--- config.mk ---
export PLATFORM = sky130hd
export DESIGN_NAME = pipelined_comparator
export DESIGN_NICKNAME = d
export VERILOG_FILES = /design/src/rtl/pipelined_comparator.sv
export SDC_FILE = /design/constraint.sdc
export NUM_CORES = 1
export LEC_CHECK = 0
export BUFFER_PORTS_ARGS = -buffer_cell sky130_fd_sc_hd__buf_4
export CAP_MARGIN = 20
export CORE_MARGIN = 3
export CORE_UTILIZATION = 28
export CTS_CLUSTER_DIAMETER = 120
export CTS_CLUSTER_SIZE = 16
export DETAILED_ROUTE_END_ITERATION = 8
export GPL_TIMING_DRIVEN = 0
export PLACE_DENSITY = 0.51
export REMOVE_ABC_BUFFERS = 1
export SLEW_MARGIN = 20
export SYNTH_ARGS = -nofsm -noshare
export SYNTH_HDL_FRONTEND = slang
export SYNTH_SLANG_ARGS = --single-unit
--- constraint.sdc ---
create_clock -name clk -period 1.8 [get_ports clk]
set_input_delay 0.45 -clock clk [delete_from_list [all_inputs] [get_ports clk]]
set_output_delay 0.45 -clock clk [all_outputs]
set_load 0.005 [all_outputs]
--- src/rtl/pipelined_comparator.sv ---
// Tree-pipelined magnitude comparator with valid/ready flow control and max/min outputs.
// Define PIPELINED_COMPARATOR_SIGNED_EN to honour op_signed (two's-complement compare).
module pipelined_comparator #(
  parameter int WIDTH   = 32,
  parameter int CHUNK_W = 8
) (
  input  logic             clk,
  input  logic             rst_n,
  input  logic             in_valid,
  output logic             in_ready,
  input  logic [WIDTH-1:0] in1,
  input  logic [WIDTH-1:0] in2,
  input  logic             op_signed,
  output logic             out_valid,
  input  logic             out_ready,
  output logic [1:0]       out_cmp,
  output logic [WIDTH-1:0] out_max,
  output logic [WIDTH-1:0] out_min
);

  localparam int NUM_CHUNKS = WIDTH / CHUNK_W;
  localparam int LEVELS     = $clog2(NUM_CHUNKS);

  logic adv;

  assign adv      = !out_valid | out_ready;
  assign in_ready = adv;

  genvar s;
  generate
    for (s = 0; s <= LEVELS; s++) begin : g_stage
      localparam int N = NUM_CHUNKS >> s;

      logic             valid;
      logic [N-1:0]     gt;
      logic [N-1:0]     lt;
      logic [WIDTH-1:0] a;
      logic [WIDTH-1:0] b;
`ifdef PIPELINED_COMPARATOR_SIGNED_EN
      logic             sgn;
`endif

      if (s == 0) begin : g_leaf
        logic [N-1:0]       gt_d;
        logic [N-1:0]       lt_d;
        logic [CHUNK_W-1:0] ca;
        logic [CHUNK_W-1:0] cb;

        // Flipping both sign bits of the top chunk turns a signed compare into an unsigned one.
        always_comb begin
          gt_d = '0;
          lt_d = '0;
          ca   = '0;
          cb   = '0;
          for (int i = 0; i < N; i++) begin
            ca = in1[i*CHUNK_W +: CHUNK_W];
            cb = in2[i*CHUNK_W +: CHUNK_W];
`ifdef PIPELINED_COMPARATOR_SIGNED_EN
            if (i == N - 1 && op_signed) begin
              ca[CHUNK_W-1] = ~ca[CHUNK_W-1];
              cb[CHUNK_W-1] = ~cb[CHUNK_W-1];
            end
`endif
            gt_d[i] = ca > cb;
            lt_d[i] = ca < cb;
          end
        end

        always_ff @(posedge clk or negedge rst_n) begin
          if (!rst_n) begin
            valid <= 1'b0;
            gt    <= '0;
            lt    <= '0;
            a     <= '0;
            b     <= '0;
`ifdef PIPELINED_COMPARATOR_SIGNED_EN
            sgn   <= 1'b0;
`endif
          end else if (adv) begin
            valid <= in_valid;
            if (in_valid) begin
              gt  <= gt_d;
              lt  <= lt_d;
              a   <= in1;
              b   <= in2;
`ifdef PIPELINED_COMPARATOR_SIGNED_EN
              sgn <= op_signed;
`endif
            end
          end
        end
      end else begin : g_merge
        logic [N-1:0] gt_d;
        logic [N-1:0] lt_d;

        // The upper chunk of each pair decides unless it is equal, then the lower one does.
        always_comb begin
          gt_d = '0;
          lt_d = '0;
          for (int j = 0; j < N; j++) begin
            gt_d[j] = g_stage[s-1].gt[2*j+1] |
                      (!g_stage[s-1].gt[2*j+1] & !g_stage[s-1].lt[2*j+1] & g_stage[s-1].gt[2*j]);
            lt_d[j] = g_stage[s-1].lt[2*j+1] |
                      (!g_stage[s-1].gt[2*j+1] & !g_stage[s-1].lt[2*j+1] & g_stage[s-1].lt[2*j]);
          end
        end

        always_ff @(posedge clk or negedge rst_n) begin
          if (!rst_n) begin
            valid <= 1'b0;
            gt    <= '0;
            lt    <= '0;
            a     <= '0;
            b     <= '0;
`ifdef PIPELINED_COMPARATOR_SIGNED_EN
            sgn   <= 1'b0;
`endif
          end else if (adv) begin
            valid <= g_stage[s-1].valid;
            gt    <= gt_d;
            lt    <= lt_d;
            a     <= g_stage[s-1].a;
            b     <= g_stage[s-1].b;
`ifdef PIPELINED_COMPARATOR_SIGNED_EN
            sgn   <= g_stage[s-1].sgn;
`endif
          end
        end
      end
    end
  endgenerate

  logic fin_gt;
  logic fin_lt;

  assign fin_gt = g_stage[LEVELS].gt[0];
  assign fin_lt = g_stage[LEVELS].lt[0];

  assign out_valid = g_stage[LEVELS].valid;
  assign out_cmp   = fin_gt ? 2'b01 : (fin_lt ? 2'b11 : 2'b00);
  assign out_max   = fin_gt ? g_stage[LEVELS].a : g_stage[LEVELS].b;
  assign out_min   = fin_gt ? g_stage[LEVELS].b : g_stage[LEVELS].a;

  // The mode bit rides along for traceability; only the leaf stage consumes it.
`ifdef PIPELINED_COMPARATOR_SIGNED_EN
  logic unused_sign;
  assign unused_sign = g_stage[LEVELS].sgn;
`else
  logic unused_op_signed;
  assign unused_op_signed = op_signed;
`endif

endmodule

==> metrics.md <==
| Metric | Value |
|---|---|
| Switch Pwr | 0.00589 W |
| WP data required | around 1.4 ns |
| Number of buffers created by CTS | 17 |
| Top cells by area in the synthesized netlist | dfrtp_1 (55%), mux2_2 (18%), mux2_4 (7.1%), nand2_1 (5.4%), ha_1 (4.2%) |
| Slew of the pin with the lowest slew margin | around 0.53 ns |
| Drt pass-1 iters | 4 |
| Final Worst Setup Slack | -0.401 ns |
| Routed length on met2 | between 10 and 15 mm |
| Pins over their slew limit | 0 |
| Cells along the critical path | buf_12, buf_16, mux2_4, buf_6 |
| Number of global-route vias before repair | slightly above 6,000 |
| ANT nets after route | 0 |
| Chip height | 190 um |
| Total number of clock tree sinks | 209 |
| Number of antenna violations at the first check in global routing | 0 |
| Clock tree from TritonCTS | yes |
| First DRT Iteration DRCs | about 280 |
| Peak supply drop | a little under 0.0007 V |
| Sequential element share of the synthesized area | 55.2% |
| Antenna cell count | 0 |
| Routed length on met1 | 12.0 mm |
| Total die area | 36,100 um2 |
| Sort of element at the end of the critical path | primary output |
| Detail-routed via count per cell | ~4.5 |
| Instance count of the mapped netlist | 750 |
| Slowest cell on the critical path | dfrtp_4 |
| Horizontal die dimension | approximately 190 um |
| Insertion delay of the later-clocked pin in the worst-skew pair | approximately 0.47 ns |
| Relative max-transition margin | around two thirds |
| Cell taking the most area after synthesis | dfrtp_1 |
| Total of endpoints with negative setup slack in the final report | 66 |
| Bufs on Longest Clock Path | 3 |
| Count of vias placed by the detailed router | around 6,000 |
| # port buffers | ~140 |
| Max layer used | met4 |
| Detailed-route wire length | around 25 mm |
| Syn-to-layout area delta | 27.3% |
| WP data arrival | between 1.5 and 2 ns |
| Post-route core utilization | between 30% and 40% |
| WS Path Type | flip-flop to primary output |
| Violations in the final reports | setup timing |
| Count of final hold-check violations | 0 |
| Tot GR Track Use | 14.0% |
| Synth Cell Area | ~9500 um2 |
| Type of the tightest min-delay check | primary input to flip-flop |
| Standard-cell row count | 66 |
| Switch share | between 30% and 40% |
| Root buf cell | clkbuf_16 |
| Proportion of power drawn by the clock network | around 18% |
| Count of boundary I/O pins | 137 |
| # placed instances | approximately 1,300 |
| Area fraction of the dominant cell type after synthesis | 55.2% |
| Synth warnings | 0 |
| Met3 Wirelength | slightly below 1 mm |
| Final non-filler cell total | approximately 1,300 |
| Number of max-capacitance violations reported | 0 |
| Share of layout cells above drive strength 1 | 43.1% |
| DRC violations left | 0 |
| Core Box Area | between 30,000 and 40,000 um2 |
| H-tree lvl count | 1 |
| Largest net degree at the start of global routing | roughly 90 |
| Clock-pin slew of the registers on the worst-case setup and hold paths | approximately 0.080 ns |
| Leak Pwr | between 5 and 6 nW |
| Crit-path max cell delay | 0.51 ns |
| Library cells used by synthesis | 26 |
| Fin Hold WS | roughly 0.17 ns |
| Type of origin of the critical path | flip-flop |
| Setup repair after global routing missed its margin | true |
| Total internal power | between 0.01 and 0.015 W |
| Run status | finished with violations |
| Maximum clock rate | 454 MHz |
| Pwr Density | between 1500 and 2000 nW/um2 |
| Share of the clock period used by the worst path | 122% |
| Portion of total power attributed to combinational logic | 43.0% |
| Aggregate global routing overflow | 0 |
| Final routed wire length divided by cell count | about 19 um |
| DP Wirelength | around 13 mm |
| Effective utilization at floorplan | between 20 and 30% |
| Synthesized area divided by synthesized cell count | 12.6 um2 |
| Count of nets after finishing | roughly 1,000 |
| Synth Register Bits | approximately 210 |
| Routability congestion estimate from global placement | 0.705 |
| Wire length of the first global-routing pass | 38.8 mm |
| Tmin final | ~2.2 ns |
| Setup skew after layout | roughly 0.019 ns |
| Part of the total power dissipated in sequential elements | between 30 and 40% |
| Maximum fanout along the worst path | 6 |
placed cells by master (no fill, tap or decap), types with 3 or more instances in the layout:
cell type / synthesis / layout
dfrtp_1: 209 / 207
nand2_1: 136 / 136
mux2_2: 148 / 133
buf_4: 1 / 127
mux2_4: 45 / 60
o21ai_0: 39 / 37
inv_1: 36 / 36
ha_1: 32 / 32
a21oi_1: 22 / 22
clkbuf_16: 0 / 19
buf_6: 9 / 16
buf_16: 0 / 11
o211ai_1: 8 / 8
nand4_1: 8 / 8
nor2b_1: 6 / 6
nor2_1: 5 / 5
buf_12: 0 / 4
nand2b_1: 3 / 3
bufbuf_16: 0 / 3
worst max-delay path, delay by kind of cell (launching register included):
| kind | cells | cell delay, ns |
|---|---|---|
| buffers and inverters | 3 | 0.44 |
| flip-flops | 1 | 0.51 |
| multiplexers | 1 | 0.31 |
Yosys cell counts:
master and instances:
o211ai_1 8, a2bb2oi_1 2, dfrtp_1 209, o22ai_1 2, buf_4 1, buf_2 26, buf_6 9, nand2_1 136
nor2b_1 6, a21oi_1 22, a31oi_1 2, mux2_4 45, ha_1 32, clkbuf_1 3, or3_1 2, nand2b_1 3
nor2_1 5, mux2_2 148, nand2_2 1, o221a_2 2, and2_1 1, nand2b_4 1, nand4_1 8, inv_1 36
or2_2 1, o21ai_0 39
worst paths after layout:
| path | cells after the start | slack [ns] | end | from |
|---|---|---|---|---|
| setup / recovery | 4 | -0.40 | out_max[31] | fin_gt$_DFFE_PN0N_ |
| hold reg to reg | 1 | 0.46 | out_valid$_DFFE_PN0N_ | g_stage[1].valid$_DFFE_PN0N_ |
| min in group asynchronous | 2 | 0.44 | g_stage[2].b[27]$_DFFE_PN0N_ | rst_n |
| setup reg to reg | 5 | 0.07 | g_stage[1].a[18]$_DFFE_PN0N_ | out_valid$_DFFE_PN0N_ |
| max in group asynchronous | 3 | 0.57 | g_stage[0].a[22]$_DFFE_PN0P_ | rst_n |
| hold / removal | 3 | 0.17 | g_stage[0].a[26]$_DFFE_PN0P_ | in1[26] |
power groups by stage:
stage / clock network [W] / registers (W) / logic [W]
2_1_floorplan: 0 / 0.00743 / 0.00402
3_3_place_gp: 0 / 0.00783 / 0.00617
3_5_place_dp: 0 / 0.00776 / 0.00667
4_1_cts: 0.00360 / 0.00758 / 0.00803
5_1_grt: 0.00376 / 0.00786 / 0.00900
6_report: 0.00343 / 0.00757 / 0.00830
metal layers:
metal / track usage (%) / up-vias
met5: 0 / -
met4: 2.64 / 0
met3: 2.25 / 28
met2: 23.5 / 109
met1: 19.5 / 2981
li1: - / 2882
kinds of logic (layout without fill, tap and decap cells):
family	after synthesis	count (layout)	share of synthesized area [%]
AOI/OAI and AO/OA	77	77	4.55
muxes	193	193	24.7
buffers and inverters	75	221	4.07
and+or+nand+nor	164	170	7.19
DFF	209	209	55.2
adders and majority gates	32	32	4.23
stage by stage:
| step | cell area, um2 | worst slack [ns] | total power (W) | setup TNS [ns] |
|---|---|---|---|---|
| floorplan | 9220 | -1.75 | 0.0114 | -197.41 |
| global placement | 10800 | -3.52 | 0.0140 | -751.11 |
| detailed placement | 11000 | -1.02 | 0.0144 | -56.19 |
| CTS | 11900 | -0.441 | 0.0192 | -26.82 |
| global route | 12100 | -0.463 | 0.0206 | -28.41 |
| finish | 12100 | -0.401 | 0.0193 | -24.08 |
sequential cells by signal (all words and copies together), names as in the netlist:
signal and flops:
g_stage.lt 6, g_stage.gt 6, g_stage.a 96, g_stage.valid 2
fin_lt 1, fin_gt 1, g_stage.b 96, out_valid 1
timing repair:
| item | 4_1_cts | 5_1_grt |
|---|---|---|
| resized for setup | 16 | 33 |
| buffers inserted | 13 | 0 |
| setup endpoints to repair | 184 | 68 |
| endpoints found under the hold margin | 29 | 0 |
| pin swaps | 2 | 1 |
| cloned | 14 | 2 |
| hold buffers | 1 | 0 |
final cells by class:
| cell class | count | area [um2] |
|---|---|---|
| clock inverters | 1 | 16.3 |
| well taps | 442 | 553 |
| inverters | 36 | 135 |
| repair buffers | 165 | 1690 |
| flip-flops and latches | 209 | 5240 |
| multi-input cells | 472 | 4000 |
| fillers | 3188 | 20900 |
| clock buffers | 19 | 433 |
No activity file was read; power rests on OpenSTA's default activity.
